**config.mk**
```make
export PLATFORM = sky130hd
export DESIGN_NAME = if_prefetch_queue
export DESIGN_NICKNAME = d
export VERILOG_FILES = /design/src/rtl/if_prefetch_queue.sv
export SDC_FILE = /design/constraint.sdc
export NUM_CORES = 1
export LEC_CHECK = 0
export CAP_MARGIN = 20
export CORE_ASPECT_RATIO = 1.4
export CORE_MARGIN = 3
export CORE_UTILIZATION = 59
export DETAILED_ROUTE_END_ITERATION = 16
export PLACE_DENSITY_LB_ADDON = 0.05
export SLEW_MARGIN = 20
export SYNTH_ARGS = -nofsm -noshare
export SYNTH_HDL_FRONTEND = slang
export SYNTH_SLANG_ARGS = --single-unit
```
**constraint.sdc**
```tcl
create_clock -name clk -period 7.82 [get_ports clk]
set_input_delay 0.782 -clock clk [delete_from_list [all_inputs] [get_ports clk]]
set_output_delay 0.782 -clock clk [all_outputs]
set_load 0.02 [all_outputs]
```
**src/rtl/if_prefetch_queue.sv**
```systemverilog
// Instruction-fetch prefetch queue: sequential fetch, credit-limited imem requests, FIFO to ID, redirect flush.
// Optional same-cycle response bypass to ID when IF_PREFETCH_BYPASS_EN is defined.
module if_prefetch_queue #(
  parameter int          DEPTH    = 4,
  parameter logic [63:0] RESET_PC = 64'h0
) (
  input  logic        clk,
  input  logic        reset,
  output logic        imem_req_valid,
  input  logic        imem_req_ready,
  output logic [63:0] imem_req_addr,
  input  logic        imem_rsp_valid,
  input  logic [31:0] imem_rsp_data,
  input  logic        redirect_valid,
  input  logic [63:0] redirect_pc,
  output logic        id_valid,
  input  logic        id_ready,
  output logic [31:0] id_instr,
  output logic [63:0] id_pc,
  output logic [63:0] id_pc_next
);
  localparam int CW = $clog2(DEPTH + 1);
  localparam int PW = $clog2(DEPTH);

  logic [63:0]   fetch_pc_q, fetch_pc_d, rsp_pc_q, rsp_pc_d;
  logic [PW-1:0] rd_ptr_q, rd_ptr_d, wr_ptr_q, wr_ptr_d;
  logic [CW-1:0] count_q, count_d, inflight_q, inflight_d, discard_q, discard_d;
  logic [31:0]   fifo_instr_q [DEPTH];
  logic [63:0]   fifo_pc_q    [DEPTH];

  logic          req_fire, rsp_keep, byp, push, pop;
  logic [CW:0]   credit_used;
  logic [63:0]   redirect_tgt;

  assign redirect_tgt   = {redirect_pc[63:2], 2'b00};
  assign credit_used    = {1'b0, count_q} + {1'b0, inflight_q};
  assign imem_req_valid = !reset && !redirect_valid && (credit_used < (CW+1)'(DEPTH));
  assign imem_req_addr  = fetch_pc_q;
  assign req_fire       = imem_req_valid && imem_req_ready;
  assign rsp_keep       = imem_rsp_valid && !redirect_valid && !reset && (discard_q == '0);

`ifdef IF_PREFETCH_BYPASS_EN
  assign byp = rsp_keep && (count_q == '0);
`else
  assign byp = 1'b0;
`endif

  assign id_valid   = !reset && ((count_q != '0) || byp);
  assign id_instr   = byp ? imem_rsp_data : fifo_instr_q[rd_ptr_q];
  assign id_pc      = byp ? rsp_pc_q      : fifo_pc_q[rd_ptr_q];
  assign id_pc_next = id_pc + 64'd4;
  assign pop        = id_valid && id_ready && (count_q != '0);
  assign push       = rsp_keep && !(byp && id_ready);

  always_comb begin
    fetch_pc_d = fetch_pc_q;
    rsp_pc_d   = rsp_pc_q;
    rd_ptr_d   = rd_ptr_q;
    wr_ptr_d   = wr_ptr_q;
    count_d    = count_q;
    discard_d  = discard_q;
    inflight_d = inflight_q + CW'(req_fire) - CW'(imem_rsp_valid);
    if (redirect_valid) begin
      fetch_pc_d = redirect_tgt;
      rsp_pc_d   = redirect_tgt;
      rd_ptr_d   = wr_ptr_q;
      count_d    = '0;
      // inflight already includes responses owed by earlier redirects, so
      // every outstanding response not arriving this cycle is now stale.
      discard_d  = inflight_q - CW'(imem_rsp_valid);
    end else begin
      if (req_fire) fetch_pc_d = fetch_pc_q + 64'd4;
      if (rsp_keep) rsp_pc_d = rsp_pc_q + 64'd4;
      if (imem_rsp_valid && (discard_q != '0)) discard_d = discard_q - CW'(1);
      if (push) wr_ptr_d = wr_ptr_q + PW'(1);
      if (pop)  rd_ptr_d = rd_ptr_q + PW'(1);
      count_d = count_q + CW'(push) - CW'(pop);
    end
  end

  always_ff @(posedge clk) begin
    if (reset) begin
      fetch_pc_q <= RESET_PC;
      rsp_pc_q   <= RESET_PC;
      rd_ptr_q   <= '0;
      wr_ptr_q   <= '0;
      count_q    <= '0;
      inflight_q <= '0;
      discard_q  <= '0;
    end else begin
      fetch_pc_q <= fetch_pc_d;
      rsp_pc_q   <= rsp_pc_d;
      rd_ptr_q   <= rd_ptr_d;
      wr_ptr_q   <= wr_ptr_d;
      count_q    <= count_d;
      inflight_q <= inflight_d;
      discard_q  <= discard_d;
    end
  end

  // Storage has no reset; entries are only observed once count marks them valid.
  always_ff @(posedge clk) begin
    if (push) begin
      fifo_instr_q[wr_ptr_q] <= imem_rsp_data;
      fifo_pc_q[wr_ptr_q]    <= rsp_pc_q;
    end
    if (!reset && push) assert (count_q != CW'(DEPTH));
  end
endmodule

```
Word-level counts from Yosys, hierarchy flattened
Memories as Yosys holds them, arrays and structs flattened. A register that Yosys moved wholly into a read port is not among the register bits.
Index checks and enable logic that the tools add are counted.
Storage, ports and cells
  bits in registers: 141
  memory bits (writable): 384
  output and inout port bits: 226
  logic and storage cells: 60
  memories: 2
Memory list
  fifo_pc_q: depth 4, width 64, read ports 1, clocked after memory_dff 1, wr ports 1, RTL line 29  | logic [63:0] fifo_pc_q [DEPTH];
  fifo_instr_q: depth 4, width 32, read ports 1, clocked after memory_dff 1, wr ports 1, RTL line 28  | logic [31:0] fifo_instr_q [DEPTH];
Operators by class
  $add $sub $neg: 12
  magnitude comparators: 1
  mux-type cells: 14
  bitwise logic cells: 1
  reduce and logical (&&, ||, !) cells: 21
Operators by type and width (count)
  64-bit 2-to-1 mux: 4
  64-bit by 3-bit adder with 64-bit output, second input constant: 3
  2-bit 2-to-1 mux: 6
  1-bit logical AND: 10
  3-bit by 1-bit subtractor with 3-bit output: 3
  2-bit nonzero test: 4
  3-bit by 1-bit adder with 3-bit output: 2
  3-bit 2-to-1 mux: 2
  3-bit nonzero test: 2
  2-bit by 1-bit adder with 2-bit output, second input constant: 2
  3-bit by 3-bit adder with 4-bit output: 1
  4-bit by 3-bit < comparator with 1-bit output, second input constant: 1
  3-bit zero test: 1
  3-bit by 1-bit subtractor with 3-bit output, second input constant: 1
  1-bit zero test: 2
  1-bit 2-to-1 mux: 2
  2-bit AND reduction: 1
  2-bit OR reduction: 1
  1-bit inverter: 1

Longest topological paths before layout
  depth in word-level cells: 8
  gate-level depth with buffers: 16
  mapped depth without buffers: 13

Worst setup path after synthesis
No wires, ideal clock.
  path type: input -> register
  from: input port reset
  to: memory fifo_instr_q[0][0], enable pin
  setup time: 0.464 ns
  arrival: 3.623 ns
  required time: 7.356 ns
  setup slack: 3.733 ns
  stages: 3
  path buffers: 1
  cell sequence: clkbuf_1 nor4b_2 and3_1
Between the ends
  cells in the longest elaborated chain, start to end: 5
Ends and longest elaborated chain
  start, declared: RTL line 8  | input logic reset,
  1-bit zero test
  1-bit logical AND (2 in series): RTL line 40  | assign rsp_keep = imem_rsp_valid && !redirect_valid && !reset && (discard_q == '0);
  1-bit 2-to-1 mux: RTL line 103  | if (push) begin
  1-bit 2-to-1 mux (implied by the code): RTL line 104  | fifo_instr_q[wr_ptr_q] <= imem_rsp_data;
  end, declared: RTL line 28
No other way between the ends.

==> impl_metrics.yaml <==
global_routing:
  track_usage_pct: 27.0
  overflow: 0
  grt_pass1_wl_um: 86200
  grt_max_degree: 75
  grt_pass1_vias: 14924
  antenna_found_initial: 0
final_layout:
  post-route-util_pct: 73.8
  num-fill-cells: 2504
  area_delta_synth_final_pct: 22.9
  nets: 2098
  layout-drive-gt1-share_pct: 11.0
  diodes: 0
  stdcell_count: 2487
  fin_area_um2: 27800
synth:
  yosysTopAreaCellShare_pct: 49.8
  yosys_register_bits: 515
  synth_area_um2: 22700
  syn_inst: 1668
  synth_top_cell_by_area: "edfxtp_1"
  synth.distinct_cells: 63
  synth-main-ff-cell: "edfxtp_1"
  synth_warnings: 0
  synth-edff-count: 376
  post_synth.cell_area_avg_um2: 13.6
  yosysSeqAreaShare_pct: 62.1
  async_flop_share_pct: 0
  synthTopCellsByArea: "edfxtp_1 50%, dfxtp_1 12%, mux4_2 9.3%"
power_and_ir_drop:
  pwr-share-comb_pct: 12.5
  p_sw_share_pct: 24.0
  cell_internal_pwr_mw: 4.75
  total_power_mw: 6.25
  power_density_nw_per_um2: 224
  switchingPower_mw: 1.50
  p_clk_share_pct: 37.6
  ir_worst_vdd_mv: 0.148
  leakage_nw: 9.14
  p_seq_share_pct: 49.9
detailed_routing:
  routed_via_density: 6.12
  drt_iter0_drc: 1191
  detail-route-antenna-nets: 0
  dr_total_vias: 15217
  wl_per_cell_um: 22.2
  wl_um: 55200
  drc: 0
  dr.pass1.iters: 8
timing:
  fin_crit_sh_pct: 69.3
  rsz0062_at_grt: "no"
  fin_crit_ns: 5.42
  fin_setup_tns_ns: 0
  worst_pin_slew_ns: 0.998
  worst_hold_slack_ns: 0.526
  skew_ns: 0.0120
  drv_slew: 0
  finalSetupViolations: 0
  clock.fmax_mhz: 185
  hold_viol_final: 0
  fin_ws_ns: 2.40
  slew_headroom_pct: 33.0
worst_setup_path:
  endpoint_kind: "primary output"
  regToRegStartpoint: "discard_q[0]"
  rrSetupSlack_ns: 3.43
  r2r_end: "count_q[2]"
  cp.arrival_ns: 4.63
  slowest_delay_ns: 0.66
  slowest_stage: "dfxtp_4"
  reg2reg_depth: 13
  worstSetupPathType: "reg2out"
  cp-start-kind: "flop"
  crit_fanout: 34
  cp.required_ns: 7.04
  critical_path.cell_chain: "buf_4, mux4_2, nand4_2, nor4_4, and3_1, nand4_1, xnor2_1, clkdlybuf4s50_1"
  endpoint: "id_pc_next[55]"
place:
  place_worst_setup_slack_ns: 2.85
  dpl-instance-area_um2: 26200
  portBuffers: 319
  dpl.cell_count: 2400
  dp.final_hpwl_um: 37300
  place_congestion: 0.914
die:
  die_area_um2: 40800
  rows: 84
  die_h_um: 238
  start_util_pct: 60.0
  io-pin-count: 328
  die_w_um: 172
  core_um2: 37700
run:
  cap_violations: 0
run_status:
  status: "complete, no violations"
cts:
  ctsHoldBuffers: 0
  htree_levels: 2
  cts_root_buffer: "clkbuf_16"
  cts_sinks: 515
  cts_setup_buffers: 0
  clk_pin_slew_ns: 0.06
  numCtsBuffers: 47
  cts_tree: "done"
  cts_resized: 0
  clk_path_buf_depth: 3
  clk_latency_ns: 0.56
hold_path:
  hold_class: "in2reg"
-- cell usage in the layout, fill, tap and decap left out, drive strengths merged, types with 59 or more instances in the layout --
cell type and count:
inv 59, clkdlybuf4s50 317, nand3 73, nand2 117, a21oi 60, xnor2 98
dfxtp 139, nor2 89, mux4 94, edfxtp 376
-- critical path: cells and delay by family, from the launching register on --
family,cells,cell delay (ns)
buffers and inverters,2,1.18
DFF,1,0.66
muxes,1,0.39
xor gates and xnor gates,1,0.21
and+or+nand+nor,4,1.57
-- worst min path at each step --
stage	from	to	slack (ns)	depth (start not counted)
CTS	redirect_valid	count_q[2]	0.49	2
detailed placement	imem_req_addr[56]	imem_req_addr[56]	0.52	2
finish	redirect_valid	count_q[2]	0.53	2
global placement	wr_ptr_q[0]	wr_ptr_q[0]	0.50	1
floorplan	rsp_pc_q[12]	fifo_pc_q[0][12]	0.47	0
global route	redirect_valid	count_q[1]	0.52	2
-- cells in the mapped netlist (all sizes together) (18+ instances only) --
cell type,number
o21ai,34
nor4,23
and4,23
a21boi,44
and3,37
nand2,117
xnor2,98
buf,31
and2,19
a211oi,23
a21oi,60
edfxtp,376
mux4,94
dfxtp,139
nor2,89
a31oi,22
or3,18
inv,59
clkbuf,54
nand4,54
nand3,73
xor2,48
nor3,35
-- final cells by class --
class,instances,area (um2),share of cell area (%)
multi-input combinational,1013,8010,28.8
sequential,515,14100,50.6
clock inverter,31,318,1.14
clock buffer,55,1270,4.56
timing repair buffer,340,3340,12.0
tap,473,592,2.13
inverter,60,225,0.809
-- sequential cells by signal (all words and copies together), names as in the netlist, named ones only --
name / cells
fifo_pc_q: 248
rsp_pc_q: 62
discard_q: 3
count_q: 3
imem_req_addr: 62
fifo_instr_q: 128
wr_ptr_q: 2
rd_ptr_q: 2
inflight_q: 3
-- cell families (layout without fill, tap and decap cells) --
logic type               after synthesis  count (layout)  synth area share (%)
AO/OA/AOI/OAI                        225             225                  6.41
XOR/XNOR                             146             146                  5.64
adder cells (fa/ha/maj)               19              19                  1.12
buffers and inverters                145             486                  2.75
flip-flops                           515             515                  62.1
multiplexers                         103             103                  9.78
other                                  1               6                0.0166
AND/OR/NAND/NOR                      514             514                  12.2
-- metal layers --
metal	vias to the layer above	track usage [%]	wire, um
met3	91	3.70	3610
met1	7534	38.7	23000
li1	6973	-	-
met4	0	7.81	1670
met5	-	0	0
met2	619	44.1	26900
-- power groups by stage --
| stage | registers (mW) | logic (mW) | clock network, mW |
|---|---|---|---|
| floorplan | 3.16 | 0.436 | 0 |
| global placement | 3.17 | 0.774 | 0 |
| detailed placement | 3.17 | 0.784 | 0 |
| CTS | 3.11 | 0.788 | 2.38 |
| global route | 3.13 | 0.841 | 2.49 |
| finish | 3.12 | 0.784 | 2.35 |
No activity file was read; power rests on OpenSTA's default activity.
